$ cat src/rtl/uart_ctrl_if.sv
// ----------------------------------------------------------------------------
// uart_ctrl_if
// Host (Nios-side) register bus used to access the UART controller.
//   address   [2:0]  register select
//   write            write strobe, one cycle per access
//   writedata [7:0]  write data
//   read             read strobe, one cycle per access
//   readdata  [7:0]  registered read data
// Modports: master = host side, slave = controller side.
// ----------------------------------------------------------------------------
interface uart_ctrl_if;
    logic [2:0] address;
    logic       write;
    logic [7:0] writedata;
    logic       read;
    logic [7:0] readdata;

    modport master (output address, write, writedata, read, input readdata);
    modport slave  (input address, write, writedata, read, output readdata);
endinterface

$ cat src/rtl/uart_ctrl.sv
// ----------------------------------------------------------------------------
// uart_ctrl
// Register-mapped controller between the host bus and the UART datapath.
// Holds the configuration word, buffers outgoing bytes in a TX FIFO, sequences
// the sender one byte at a time, and captures received bytes for the host.
//
// Ports:
//   sys_clk, reset        clock and synchronous active-high reset
//   bus (slave)           host register bus (see uart_ctrl_if)
//   irq                   level interrupt (registered)
//   cfg_options[7:0]      configuration word to the UART datapath
//   tx_data[7:0]          byte presented to the sender
//   tx_start / tx_done    sender handshake; tx_start held until tx_done
//   rx_data, rx_parity_ok received byte and its parity status
//   rx_ready, rx_busy     receiver byte-valid pulse and mid-frame flag
//   rx_ack                one-cycle acknowledge to the receiver
//   cts_n                 clear-to-send, active low (only with UART_CTS_EN)
//
// Optional feature macro: UART_CTS_EN. When defined, transmission waits for
// cts_n=0, STATUS bit7 shows cts and tx_ovf moves to IRQ_EN bit7 (read-only).
// ----------------------------------------------------------------------------
module uart_ctrl #(
    parameter int         TX_DEPTH   = 8,
    parameter int         GAP_CYCLES = 16,
    parameter logic [7:0] CFG_RESET  = 8'b11000000
) (
    input  logic            sys_clk,
    input  logic            reset,
    uart_ctrl_if.slave      bus,
    output logic            irq,
    output logic [7:0]      cfg_options,
    output logic [7:0]      tx_data,
    output logic            tx_start,
    input  logic            tx_done,
    input  logic [7:0]      rx_data,
    input  logic            rx_parity_ok,
    input  logic            rx_ready,
    input  logic            rx_busy,
`ifdef UART_CTS_EN
    input  logic            cts_n,
`endif
    output logic            rx_ack
);

    localparam int AW       = $clog2(TX_DEPTH);
    localparam int GW       = (GAP_CYCLES > 2) ? $clog2(GAP_CYCLES) : 1;
    // The cycle IDLE spends popping the next byte is the last gap cycle, so
    // GAP itself lasts GAP_CYCLES-1 cycles and tx_start stays low GAP_CYCLES.
    localparam int GAP_LOAD = (GAP_CYCLES > 1) ? GAP_CYCLES - 2 : 0;

    localparam logic [1:0] ST_IDLE = 2'd0;
    localparam logic [1:0] ST_SEND = 2'd1;
    localparam logic [1:0] ST_GAP  = 2'd2;

    typedef logic [AW-1:0] ptr_t;
    typedef logic [AW:0]   cnt_t;

    logic [7:0]    mem [TX_DEPTH];
    logic [1:0]    state_q, state_d;
    logic [GW-1:0] gap_cnt_q, gap_cnt_d;
    ptr_t          wr_ptr_q, wr_ptr_d, rd_ptr_q, rd_ptr_d;
    cnt_t          count_q, count_d;
    logic [7:0]    cfg_q, cfg_d, tx_data_q, tx_data_d, rx_hold_q, rx_hold_d;
    logic [7:0]    readdata_q, readdata_d;
    logic          tx_start_q, tx_start_d, rx_valid_q, rx_valid_d;
    logic          parity_err_q, parity_err_d, rx_ovr_q, rx_ovr_d;
    logic          tx_ovf_q, tx_ovf_d, cfg_err_q, cfg_err_d;
    logic          ie_rx_q, ie_rx_d, ie_tx_q, ie_tx_d;
    logic          irq_q, irq_d, rx_ack_q, rx_ack_d;

    logic       tx_empty, tx_full, tx_busy, cts_ok, pop, push_ok;
    logic       wr_cfg, wr_stat, wr_txd, wr_ien, rd_rxd;
    logic [7:0] status, ien_rd, rd_val;

`ifdef UART_CTS_EN
    assign cts_ok = ~cts_n;
    assign status = {~cts_n, cfg_err_q, rx_ovr_q, parity_err_q,
                     tx_busy, tx_full, tx_empty, rx_valid_q};
    assign ien_rd = {tx_ovf_q, 5'b0, ie_tx_q, ie_rx_q};
`else
    assign cts_ok = 1'b1;
    assign status = {tx_ovf_q, cfg_err_q, rx_ovr_q, parity_err_q,
                     tx_busy, tx_full, tx_empty, rx_valid_q};
    assign ien_rd = {6'b0, ie_tx_q, ie_rx_q};
`endif

    assign tx_empty = (count_q == '0);
    assign tx_full  = (count_q == cnt_t'(TX_DEPTH));
    assign tx_busy  = (state_q != ST_IDLE);
    assign wr_cfg   = bus.write && (bus.address == 3'd0);
    assign wr_stat  = bus.write && (bus.address == 3'd1);
    assign wr_txd   = bus.write && (bus.address == 3'd2);
    assign wr_ien   = bus.write && (bus.address == 3'd4);
    assign rd_rxd   = bus.read  && (bus.address == 3'd3);
    // Fullness is judged before any same-cycle pop: a push into a full FIFO
    // is always dropped.
    assign push_ok  = wr_txd && !tx_full;
    assign pop      = (state_q == ST_IDLE) && !tx_empty && cts_ok;

    always_comb begin
        case (bus.address)
            3'd0:    rd_val = cfg_q;
            3'd1:    rd_val = status;
            3'd3:    rd_val = rx_hold_q;
            3'd4:    rd_val = ien_rd;
            default: rd_val = 8'h00;
        endcase
    end

    always_comb begin
        // NOTE: every _d starts from its _q so no path leaves it unassigned;
        // that is what keeps this block free of inferred latches.
        state_d      = state_q;
        gap_cnt_d    = gap_cnt_q;
        wr_ptr_d     = wr_ptr_q;
        rd_ptr_d     = rd_ptr_q;
        count_d      = count_q;
        cfg_d        = cfg_q;
        tx_data_d    = tx_data_q;
        tx_start_d   = tx_start_q;
        rx_hold_d    = rx_hold_q;
        rx_valid_d   = rx_valid_q;
        parity_err_d = parity_err_q;
        rx_ovr_d     = rx_ovr_q;
        tx_ovf_d     = tx_ovf_q;
        cfg_err_d    = cfg_err_q;
        ie_rx_d      = ie_rx_q;
        ie_tx_d      = ie_tx_q;
        readdata_d   = bus.read ? rd_val : readdata_q;
        rx_ack_d     = rx_ready;
        irq_d        = (rx_valid_q & ie_rx_q) | (tx_empty & ~tx_busy & ie_tx_q);

        // Register writes; flag clears come first so same-cycle sets win.
        if (wr_cfg) begin
            if ((state_q == ST_IDLE) && tx_empty && !tx_start_q && !rx_busy)
                cfg_d = bus.writedata;
            else
                cfg_err_d = 1'b1;
        end
        if (wr_stat) begin
            if (bus.writedata[7]) tx_ovf_d  = 1'b0;
            if (bus.writedata[6]) cfg_err_d = 1'b0;
            if (bus.writedata[5]) rx_ovr_d  = 1'b0;
        end
        if (wr_ien) begin
            ie_rx_d = bus.writedata[0];
            ie_tx_d = bus.writedata[1];
        end
        if (wr_txd && tx_full) tx_ovf_d = 1'b1;
        if (push_ok)           wr_ptr_d = wr_ptr_q + ptr_t'(1);

        // RX holding register; a read in the same cycle frees the slot.
        if (rd_rxd) rx_valid_d = 1'b0;
        if (rx_ready) begin
            if (!rx_valid_q || rd_rxd) begin
                rx_hold_d    = rx_data;
                parity_err_d = ~rx_parity_ok;
                rx_valid_d   = 1'b1;
            end else begin
                rx_ovr_d = 1'b1;
            end
        end

        case (state_q)
            ST_IDLE: if (pop) begin
                tx_data_d  = mem[rd_ptr_q];
                rd_ptr_d   = rd_ptr_q + ptr_t'(1);
                tx_start_d = 1'b1;
                state_d    = ST_SEND;
            end
            ST_SEND: if (tx_done) begin
                tx_start_d = 1'b0;
                gap_cnt_d  = GW'(GAP_LOAD);
                state_d    = (GAP_CYCLES <= 1) ? ST_IDLE : ST_GAP;
            end
            ST_GAP: begin
                if (gap_cnt_q == '0) state_d = ST_IDLE;
                else                 gap_cnt_d = gap_cnt_q - GW'(1);
            end
            default: state_d = ST_IDLE;
        endcase

        if (push_ok && !pop)      count_d = count_q + cnt_t'(1);
        else if (!push_ok && pop) count_d = count_q - cnt_t'(1);
    end

    // NOTE: FIFO storage has no reset; emptiness is tracked by the pointers
    // and count, so stale contents are never observed.
    always_ff @(posedge sys_clk) begin
        if (push_ok) mem[wr_ptr_q] <= bus.writedata;
    end

    // NOTE: sequential state uses non-blocking assignments only, so every
    // flop samples the pre-edge values computed above.
    always_ff @(posedge sys_clk) begin
        if (reset) begin
            state_q      <= ST_IDLE;
            gap_cnt_q    <= '0;
            wr_ptr_q     <= '0;
            rd_ptr_q     <= '0;
            count_q      <= '0;
            cfg_q        <= CFG_RESET;
            tx_data_q    <= 8'h00;
            tx_start_q   <= 1'b0;
            rx_hold_q    <= 8'h00;
            rx_valid_q   <= 1'b0;
            parity_err_q <= 1'b0;
            rx_ovr_q     <= 1'b0;
            tx_ovf_q     <= 1'b0;
            cfg_err_q    <= 1'b0;
            ie_rx_q      <= 1'b0;
            ie_tx_q      <= 1'b0;
            readdata_q   <= 8'h00;
            irq_q        <= 1'b0;
            rx_ack_q     <= 1'b0;
        end else begin
            state_q      <= state_d;
            gap_cnt_q    <= gap_cnt_d;
            wr_ptr_q     <= wr_ptr_d;
            rd_ptr_q     <= rd_ptr_d;
            count_q      <= count_d;
            cfg_q        <= cfg_d;
            tx_data_q    <= tx_data_d;
            tx_start_q   <= tx_start_d;
            rx_hold_q    <= rx_hold_d;
            rx_valid_q   <= rx_valid_d;
            parity_err_q <= parity_err_d;
            rx_ovr_q     <= rx_ovr_d;
            tx_ovf_q     <= tx_ovf_d;
            cfg_err_q    <= cfg_err_d;
            ie_rx_q      <= ie_rx_d;
            ie_tx_q      <= ie_tx_d;
            readdata_q   <= readdata_d;
            irq_q        <= irq_d;
            rx_ack_q     <= rx_ack_d;
        end
    end

    assign bus.readdata = readdata_q;
    assign irq          = irq_q;
    assign cfg_options  = cfg_q;
    assign tx_data      = tx_data_q;
    assign tx_start     = tx_start_q;
    assign rx_ack       = rx_ack_q;

endmodule

$ cat src/flat_wrapper.sv
// flat-port wrapper written by rule: the top's interface ports become plain ports
module uart_ctrl_flat 
#(
    parameter int         TX_DEPTH   = 8,
    parameter int         GAP_CYCLES = 16,
    parameter logic [7:0] CFG_RESET  = 8'b11000000
)
  (sys_clk, reset, irq, cfg_options, tx_data, tx_start, tx_done, rx_data, rx_parity_ok, rx_ready, rx_busy, rx_ack, bus_address, bus_write, bus_writedata, bus_read, bus_readdata);
  uart_ctrl_if bus_i ();
  input  logic sys_clk;
  input  logic reset;
  output logic irq;
  output logic [7:0] cfg_options;
  output logic [7:0] tx_data;
  output logic tx_start;
  input  logic tx_done;
  input  logic [7:0] rx_data;
  input  logic rx_parity_ok;
  input  logic rx_ready;
  input  logic rx_busy;
  output logic rx_ack;
  input wire logic [$bits(bus_i.address)-1:0] bus_address;
  input wire logic [$bits(bus_i.write)-1:0] bus_write;
  input wire logic [$bits(bus_i.writedata)-1:0] bus_writedata;
  input wire logic [$bits(bus_i.read)-1:0] bus_read;
  output wire logic [$bits(bus_i.readdata)-1:0] bus_readdata;
  assign bus_i.address = bus_address;
  assign bus_i.write = bus_write;
  assign bus_i.writedata = bus_writedata;
  assign bus_i.read = bus_read;
  assign bus_readdata = bus_i.readdata;
  uart_ctrl #(.TX_DEPTH(TX_DEPTH), .GAP_CYCLES(GAP_CYCLES), .CFG_RESET(CFG_RESET)) u_core (.sys_clk(sys_clk), .reset(reset), .bus(bus_i), .irq(irq), .cfg_options(cfg_options), .tx_data(tx_data), .tx_start(tx_start), .tx_done(tx_done), .rx_data(rx_data), .rx_parity_ok(rx_parity_ok), .rx_ready(rx_ready), .rx_busy(rx_busy), .rx_ack(rx_ack));
endmodule
$ cat config.mk
export PLATFORM = sky130hd
export DESIGN_NAME = uart_ctrl_flat
export DESIGN_NICKNAME = d
export VERILOG_FILES = /design/src/rtl/uart_ctrl_if.sv /design/src/rtl/uart_ctrl.sv /design/src/flat_wrapper.sv
export SDC_FILE = /design/constraint.sdc
export NUM_CORES = 1
export LEC_CHECK = 0
export BUFFER_PORTS_ARGS = -buffer_cell sky130_fd_sc_hd__clkbuf_2
export CORE_UTILIZATION = 30
export CTS_CLUSTER_DIAMETER = 60
export DETAILED_ROUTE_END_ITERATION = 7
export PLACE_DENSITY = 0.56
export SLEW_MARGIN = 10
export SYNTH_ARGS = -nofsm -noshare
export SYNTH_HDL_FRONTEND = slang
export SYNTH_SLANG_ARGS = --single-unit
export TNS_END_PERCENT = 50
$ cat constraint.sdc
create_clock -name sys_clk -period 3.1 [get_ports sys_clk]
set_input_delay 0.155 -clock sys_clk [delete_from_list [all_inputs] [get_ports sys_clk]]
set_output_delay 0.155 -clock sys_clk [all_outputs]
set_load 0.05 [all_outputs]
==> reports/qor.csv, run 1 <==
stage,metric,value,unit
clocking,clock root buffer,clkbuf_16,
final_layout,fraction of layout cells with a size suffix above 1,26.7,%
route,DR vias,3242,
final_layout,final net count,497,
setup_path,"delay-heaviest family, CP",simple AND/OR/NAND/NOR gates,
final_layout,Area Growth Syn to Fin,24.4,%
floorplanning,std cell rows,46,
synth,dominant cells by area after synthesis,"edfxtp_1 38%, dfxtp_1 23%, mux4_2 7.2%",
floorplanning,die width,131,um
sta,Setup Skew,10.0,ps
power,P_int,3520,uW
sta,crit share post-route,87.3,%
floorplanning,Die Ht,131,um
setup_path,most frequent CP cell,ha_1,
route,DR DRC count,0,
final_layout,non-filler instance count after layout,692,
final_layout,# fillers,1519,
setup_path,CP max stage cell,or4b_1,
power,Max VDD drop,0.370,mV
synth,Synth top cells by count,"64 x edfxtp_1, 63 x nor2_1, 58 x dfxtp_1",
route,routed wl met2,5.47,mm
clocking,Worst-Skew Late Latency,410,ps
synth,synthesized area,0.00500,sq mm
route,met3 wire len,311,um
global_route,pin count of the biggest net entering global routing,41,
setup_path,CP Class,reg -> reg,
setup_path,CP bufs+invs,1,
power,Sw Ratio,32.0,%
floorplanning,initial core utilization,31.1,%
sta,Fin. Hold Viols,0,
setup_path,crit path cell chain,"or4b_1, and2_4, ha_1, inv_1, ha_1, a21oi_1, a211oi_1, a31oi_1, mux2_2",
power,Final Power,5180,uW
power,clock power share,36.7,%
run,Max-Cap Viols,0,
global_route,Total GRT Usage,14.1,%
clocking,Post-CTS Resized,0,
setup_path,Max stage delay on crit path,590,ps
setup_path,crit path DAT,3000,ps
synth,"Seq/Total Area, Yosys",61.7,%
sta,Sum Neg Setup Slack,0,ps
route,via/cell ratio,4.68,
placement,DP Cell Count,651,
power,Leak Pwr,0.00234,uW
sta,final slew viol count,0,
sta,Least-Margin Pin Slew,907,ps
clocking,clock buffer count from CTS,17,
synth,ys async rst share,0,%
synth,syn nets,422,
power,PD cells,834,mW/mm^2
route,post-route ant nets,0,
synth,Synth cell types,56,
route,Max Used Layer,met4,
sta,"Min Clock Period, post-route",2710,ps
setup_path,CP startpoint kind,register,
global_route,first-pass GRT wire length,17.6,mm
placement,Placed Area,0.00555,sq mm
setup_path,Setup crit end kind,register,
route,M1 WL,5.17,mm
setup_path,CP max FO,7,
synth,"Top FF cell, synth",edfxtp_1,
floorplanning,core area,0.0161,sq mm
floorplanning,I/O pin count,54,
global_route,initial antenna violation count,0,
placement,final HPWL from detailed placement,7.71,mm
synth,top-count cell post-synth,edfxtp_1,
placement,IO Port Bufs,53,
power,Reg power frac,38.0,%
power,Sw Pwr,1660,uW
clocking,number of H-tree levels,4,
synth,Mapped Avg Cell Area,12.9,sq um
route,Initial DRC Count,205,
sta,final setup fails,0,
sta,unrepaired setup endpoints after global routing,false,
sta,fmax,0.370,GHz
synth,share of the synthesized area in the top cell type,38.5,%
clocking,clk sinks,122,
route,routed len/inst,16.1,um
synth,Cells after Synth,388,
floorplanning,die area,0.0172,sq mm
global_route,number of global-route vias before repair,3252,
synth,Synth Register Bits,122,
clocking,CTS max path bufs,2,
route,routed wire length,11.1,mm
global_route,gr ovfl total,0,
clocking,CTS tree,done,
power,fraction of power consumed by combinational cells,25.3,%
placement,Routability Congestion,0.747,
synth,synth warn,0,
sta,Max-slew headroom,39.5,%
final_layout,design area,0.00622,sq mm
route,drt first pass iters,4,
synth,"EDFF count, synth",64,
worst_hold_path,Hold Path Class,in -> reg,
status,run status,"complete, no violations",
final_layout,number of diodes,0,
clocking,"Reg clk slew, reported paths",60,ps
setup_path,worst endpoint required time,3390,ps
synth,"area leader, netlist",edfxtp_1,
## cells by family (layout without fill, tap and decap cells)
family | Yosys count | after routing | synth area share, %
compound gates | 49 | 49 | 6.46
simple gates | 133 | 133 | 14.0
buf+inv | 30 | 118 | 2.63
fa+ha+maj | 7 | 7 | 1.90
mux | 41 | 41 | 12.2
flops | 122 | 122 | 61.7
xor+xnor | 6 | 6 | 1.05
## metrics by stage
step	hold slack (ps)	setup WS, ps	utilization, %
global placement	339	476	34.5
CTS	4.65	400	38.7
global route	15.3	216	38.7
floorplan	251	471	-
detailed placement	339	418	34.5
finish	18.2	395	38.7
## metal layers
metal  vias up  GRT usage (%)
met5         -              0
met4         0           5.95
met3         9           3.81
met2        45           22.2
met1      1595           18.2
li1       1593              -
## final timing paths
path / cells past startpoint / slack (ps) / startpoint / endpoint
max: 9 / 390 / u_core.count_q[0] / u_core.count_q[3]
min: 3 / 20 / rx_ready / u_core.rx_valid_q
max reg2reg: 9 / 390 / u_core.count_q[0] / u_core.count_q[3]
min reg2reg: 2 / 470 / u_core.bus.readdata[0] / u_core.bus.readdata[0]
## state kept, by name, indices dropped and copies added, names as in the netlist, 2 cells and up
| name | cells |
|---|---|
| u_core.mem | 64 |
| u_core.wr_ptr_q | 3 |
| u_core.count_q | 4 |
| u_core.gap_cnt_q | 4 |
| u_core.rd_ptr_q | 3 |
| u_core.bus.readdata | 8 |
| u_core.tx_data | 8 |
| u_core.rx_hold_q | 8 |
| u_core.state_q | 2 |
| u_core.cfg_options | 8 |
## power groups by stage
stage                     Combinational, uW  Sequential, uW  Clock, uW
after floorplan                         775            2200          0
final                                  1310            1970       1900
after detailed placement               1310            2010          0
after global routing                   1450            1990       2020
after global placement                 1290            2000          0
after CTS                              1330            1970       1940
## final cells by class
| class | instances | area (sq um) | area share [%] |
|---|---|---|---|
| Tap cell | 216 | 270 | 4.35 |
| Inverter | 9 | 33.8 | 0.543 |
| Clock buffer | 19 | 433 | 6.96 |
| Multi-Input combinational cell | 236 | 1780 | 28.7 |
| Clock inverter | 13 | 145 | 2.33 |
| Timing Repair Buffer | 77 | 468 | 7.53 |
| Sequential cell | 122 | 3080 | 49.6 |
## worst reg2reg max path: stages, from the launching register on
cell and delay [ps]:
dfxtp_1 400, or4b_1 590, and2_4 190, ha_1 200, inv_1 130, ha_1 280
a21oi_1 190, a211oi_1 100, a31oi_1 160, mux2_2 350
## cells in the final DEF, fill, tap and decap left out, types with 13 or more instances in the layout
cell	instances
mux2i_1	24
dfxtp_1	58
mux4_2	16
nor3_1	16
edfxtp_1	64
nor2_1	63
a21oi_1	16
buf_4	15
clkbuf_16	17
clkbuf_2	53
nand2_1	13
## timing repair
| action | CTS | global route |
|---|---|---|
| setup buffers | 0 | 0 |
| hold buffers | 9 | 0 |
| endpoints found under the hold margin | 9 | 0 |
Power figures use the tool's default switching activity.
==> run 2: changes to the inputs <==
--- a/config.mk
+++ b/config.mk
@@ -6,6 +6,7 @@
 export NUM_CORES = 1
 export LEC_CHECK = 0
 export BUFFER_PORTS_ARGS = -buffer_cell sky130_fd_sc_hd__clkbuf_2
+export CORE_ASPECT_RATIO = 0.8
 export CORE_UTILIZATION = 30
 export CTS_CLUSTER_DIAMETER = 60
 export DETAILED_ROUTE_END_ITERATION = 7
==> reports/qor.csv, run 2 (synthesized netlist as in run 1, its figures left out) <==
stage,metric,value,unit
floorplanning,die area,0.0172,sq mm
floorplanning,die width,146,um
setup_path,CP max FO,7,
global_route,pin count of the biggest net entering global routing,33,
worst_hold_path,Hold Path Class,in -> reg,
final_layout,"most common cell after layout, fill and taps aside",edfxtp_1,
sta,"Min Clock Period, post-route",2810,ps
placement,final HPWL from detailed placement,7.78,mm
sta,final setup fails,0,
final_layout,# fillers,1542,
clocking,CTS max path bufs,2,
global_route,Total GRT Usage,14.2,%
setup_path,Setup crit end kind,register,
floorplanning,initial core utilization,31.2,%
sta,Sum Neg Setup Slack,0,ps
final_layout,most flop-heavy register,u_core.mem,
status,run status,"complete, no violations",
setup_path,CP Class,reg -> reg,
floorplanning,I/O pin count,54,
clocking,"Setup Fix Bufs, Post-CTS",0,
global_route,number of global-route vias before repair,3375,
final_layout,Area Growth Syn to Fin,23.9,%
placement,Routability Congestion,0.741,
global_route,first-pass GRT wire length,18.6,mm
power,Leak Pwr,0.00232,uW
route,via/cell ratio,4.82,
setup_path,crit path DAT,3100,ps
clocking,Worst-Skew Late Latency,400,ps
setup_path,worst endpoint required time,3390,ps
power,PD cells,832,mW/mm^2
setup_path,CP startpoint kind,register,
sta,unrepaired setup endpoints after global routing,false,
route,post-route ant nets,0,
power,Final Power,5150,uW
clocking,"Reg clk slew, reported paths",60,ps
final_layout,most frequent cells in the layout,"64 x edfxtp_1, 63 x nor2_1, 58 x dfxtp_1",
clocking,clk sinks,122,
floorplanning,std cell rows,41,
placement,IO Port Bufs,53,
power,Max VDD drop,0.443,mV
sta,Fin. Hold Viols,0,
sta,fmax,0.355,GHz
global_route,initial antenna violation count,0,
run,Max-Cap Viols,0,
final_layout,max reg flops,64,
clocking,clock buffer count from CTS,17,
clocking,number of H-tree levels,4,
route,DR vias,3319,
clocking,CTS tree,done,
route,routed wire length,11.6,mm
route,routed len/inst,16.8,um
sta,Max-slew headroom,37.4,%
route,DR DRC count,0,
final_layout,number of diodes,0,
sta,crit share post-route,90.8,%
sta,final slew viol count,0,
route,Initial DRC Count,314,
final_layout,final net count,495,
floorplanning,core area,0.0160,sq mm
floorplanning,Die Ht,117,um
global_route,gr ovfl total,0,
sta,Setup Skew,5.47,ps
sta,Least-Margin Pin Slew,938,ps
route,drt first pass iters,4,
clocking,clock root buffer,clkbuf_16,
final_layout,fraction of layout cells with a size suffix above 1,26.6,%
## run 2: cell types whose count changed in the layout (fill, tap and decap cells not counted), sizes merged
cell and change:
clkinv +2, inv -3, clkbuf -1, buf -2, clkinvlp +2
## run 2: area by class of cell
| cell class | instances | area (sq um) | area share [%] |
|---|---|---|---|
| clock buffers | 18 | 429 | 6.93 |
| clock inverters | 14 | 131 | 2.12 |
| inverters | 9 | 33.8 | 0.545 |
| multi-input cells | 236 | 1790 | 29.0 |
| flip-flops and latches | 122 | 3080 | 49.8 |
| well taps | 215 | 269 | 4.34 |
| repair buffers | 75 | 453 | 7.31 |
## run 2: power breakdown
group          internal, uW  switching, uW
Combinational           486            817
Clock                  1170            690
Sequential             1840            150
## run 2: worst paths after layout
path                     startpoint             endpoint  slack [ps]  cells past startpoint
hold / removal           rx_data[5]  u_core.rx_hold_q[5]          10                      3
setup reg to reg  u_core.count_q[0]    u_core.count_q[3]         290                      9
setup / recovery  u_core.count_q[0]    u_core.count_q[3]         290                      9
hold reg to reg    u_core.cfg_err_q     u_core.cfg_err_q         480                      2
## run 2: worst max-delay path, cell delays in order, from the launching register on
cell	delay (ps)
dfxtp_1	410
or4b_1	630
and2_4	200
ha_1	210
inv_1	140
ha_1	290
a21oi_1	190
a211oi_1	100
a31oi_1	190
mux2_2	350
## run 2: repair_timing
item / in CTS / in global routing
hold buffers: 9 / 0
gates resized for setup: 0 / 1
endpoints found under the hold margin: 9 / 0
endpoints found under the setup margin: 0 / 1
## run 2: stage by stage
| stage | std cells | utilization [%] | instance area (sq um) | setup WS [ps] | hold WS [ps] |
|---|---|---|---|---|---|
| 6_report | 689 | 38.7 | 6190 | 287 | 10.0 |
| 3_3_place_gp | 648 | 34.6 | 5540 | 152 | 338 |
| 2_1_floorplan | 388 | - | 5000 | 471 | 251 |
| 4_1_cts | 689 | 38.7 | 6190 | 12.2 | 3.34 |
| 3_5_place_dp | 648 | 34.6 | 5540 | 11.8 | 341 |
| 5_1_grt | 689 | 38.7 | 6190 | 42.1 | 35.3 |
## run 2: routing by layer
metal / GRT usage [%] / vias to the layer above / wire length [um]
li1: - / 1591 / -
met1: 19.1 / 1642 / 5320
met2: 22.3 / 75 / 5520
met3: 3.42 / 11 / 611
met4: 4.69 / 0 / 104
met5: 0 / - / 0
==> run 3: changes to the inputs <==
--- a/config.mk
+++ b/config.mk
@@ -10,7 +10,7 @@
 export CORE_UTILIZATION = 30
 export CTS_CLUSTER_DIAMETER = 60
 export DETAILED_ROUTE_END_ITERATION = 7
-export PLACE_DENSITY = 0.56
+export PLACE_DENSITY_LB_ADDON = 0.15
 export SLEW_MARGIN = 10
 export SYNTH_ARGS = -nofsm -noshare
 export SYNTH_HDL_FRONTEND = slang
==> reports/qor.csv, run 3 (synthesized netlist as in run 1, its figures left out) <==
stage,metric,value,unit
placement,Placed Area,0.00554,sq mm
floorplanning,Die Ht,117,um
floorplanning,initial core utilization,31.2,%
setup_path,"delay-heaviest family, CP",simple AND/OR/NAND/NOR gates,
setup_path,CP startpoint kind,register,
final_layout,"most common cell after layout, fill and taps aside",edfxtp_1,
route,drt first pass iters,4,
global_route,Total GRT Usage,15.1,%
setup_path,worst endpoint required time,3390,ps
route,Initial DRC Count,182,
setup_path,Crit Reg-Reg Startpoint,u_core.count_q[0],
setup_path,Setup crit end kind,register,
final_layout,most flop-heavy register,u_core.mem,
sta,Max-slew headroom,28.6,%
setup_path,Worst Setup SP,u_core.count_q[0],
final_layout,fraction of layout cells with a size suffix above 1,26.8,%
worst_hold_path,Worst Hold Path Cells,3,
floorplanning,die area,0.0172,sq mm
setup_path,r2r endpoint,u_core.count_q[3],
floorplanning,std cell rows,41,
setup_path,CP max FO,7,
route,via/cell ratio,4.77,
worst_hold_path,Hold Path Class,in -> reg,
sta,"Min Clock Period, post-route",2720,ps
final_layout,final core utilization,38.8,%
clocking,"Setup Fix Bufs, Post-CTS",0,
global_route,gr ovfl total,0,
floorplanning,core area,0.0160,sq mm
final_layout,design area,0.00620,sq mm
placement,Routability Congestion,0.743,
clocking,clock buffer count from CTS,17,
setup_path,reg-to-reg setup timing slack,380,ps
power,Leak Pwr,0.00235,uW
setup_path,Crit path depth,9,
sta,fmax,0.367,GHz
clocking,clk sinks,122,
run,Max-Cap Viols,0,
route,post-route ant nets,0,
power,PD cells,842,mW/mm^2
final_layout,# fillers,1554,
setup_path,CP Class,reg -> reg,
clocking,CTS tree,done,
final_layout,Area Growth Syn to Fin,24.1,%
sta,unrepaired setup endpoints after global routing,false,
clocking,clock root buffer,clkbuf_16,
clocking,CTS max path bufs,2,
placement,IO Port Bufs,53,
clocking,number of H-tree levels,4,
sta,Sum Neg Setup Slack,0,ps
setup_path,most frequent CP cell,ha_1,
route,DR DRC count,0,
route,routed wire length,12.1,mm
setup_path,Max stage delay on crit path,590,ps
final_layout,final net count,495,
sta,Fin. Hold Viols,0,
setup_path,CP bufs+invs,1,
setup_path,R2R depth,9,
final_layout,most frequent cells in the layout,"64 x edfxtp_1, 63 x nor2_1, 58 x dfxtp_1",
setup_path,crit path cell chain,"or4b_1, and2_4, ha_1, inv_1, ha_1, a21oi_1, a211oi_1, a31oi_1, mux2_2",
floorplanning,I/O pin count,54,
sta,final setup fails,0,
power,Max VDD drop,0.317,mV
global_route,pin count of the biggest net entering global routing,48,
final_layout,number of diodes,0,
global_route,first-pass GRT wire length,19.1,mm
clocking,"Reg clk slew, reported paths",50,ps
status,run status,"complete, no violations",
route,DR vias,3285,
placement,final HPWL from detailed placement,7.93,mm
setup_path,crit path DAT,3020,ps
global_route,initial antenna violation count,0,
floorplanning,die width,146,um
sta,Setup Skew,6.54,ps
final_layout,max reg flops,64,
sta,Least-Margin Pin Slew,1070,ps
setup_path,CP Capture Point,u_core.count_q[3],
route,routed len/inst,17.5,um
sta,hold slack final,13.5,ps
setup_path,CP max stage cell,or4b_1,
global_route,number of global-route vias before repair,3350,
clocking,Worst-Skew Late Latency,410,ps
sta,crit share post-route,87.8,%
power,Final Power,5220,uW
sta,final slew viol count,0,
## run 3: worst register-to-register path, stage by stage, from the launching register on
cell,delay (ps)
dfxtp_1,410
or4b_1,590
and2_4,180
ha_1,210
inv_1,130
ha_1,290
a21oi_1,180
a211oi_1,90
a31oi_1,180
mux2_2,350
## run 3: how the worst min path moves through the flow
stage,from,to
after floorplan,rx_parity_ok,u_core.parity_err_q
after global placement,rx_parity_ok,u_core.parity_err_q
after detailed placement,rx_parity_ok,u_core.parity_err_q
after CTS,rx_ready,u_core.rx_valid_q
after global routing,rx_data[6],u_core.rx_hold_q[6]
final,rx_ready,u_core.rx_valid_q
## run 3: repair_timing
item                                    in CTS  in global routing
resized for setup                            0                  0
endpoints found under the setup margin       0                  0
endpoints found under the hold margin        8                  0
hold buffers                                 8                  0
## run 3: layer usage
metal | vias up | part of all wire [%] | GRT usage, %
met1 | 1626 | 49 | 21.0
met2 | 57 | 46 | 22.0
li1 | 1590 | - | -
met3 | 12 | 3.9 | 4.63
met4 | 0 | 1.1 | 5.21
met5 | - | 0 | 0
## run 3: final cells by class
cell class                 instances  area [sq um]  share of cell area, %
clock buffer                      24           514                   8.29
clock inverter                     8          65.1                   1.05
inverter                           9          33.8                  0.545
multi-input combinational        236          1790                   28.8
sequential                       122          3080                   49.7
tap                              215           269                   4.34
timing repair buffer              75           450                   7.26
## run 3: metrics by stage
| stage | std cells | setup WS [ps] |
|---|---|---|
| 2_1_floorplan | 388 | 471 |
| 3_3_place_gp | 649 | 460 |
| 3_5_place_dp | 649 | 381 |
| 4_1_cts | 689 | 365 |
| 5_1_grt | 689 | 192 |
| 6_report | 689 | 377 |
## run 3: power breakdown
part	internal [uW]	switching (uW)	total [uW]
sequential	1840	136	1980
combinational	502	838	1340
clock	1230	678	1910
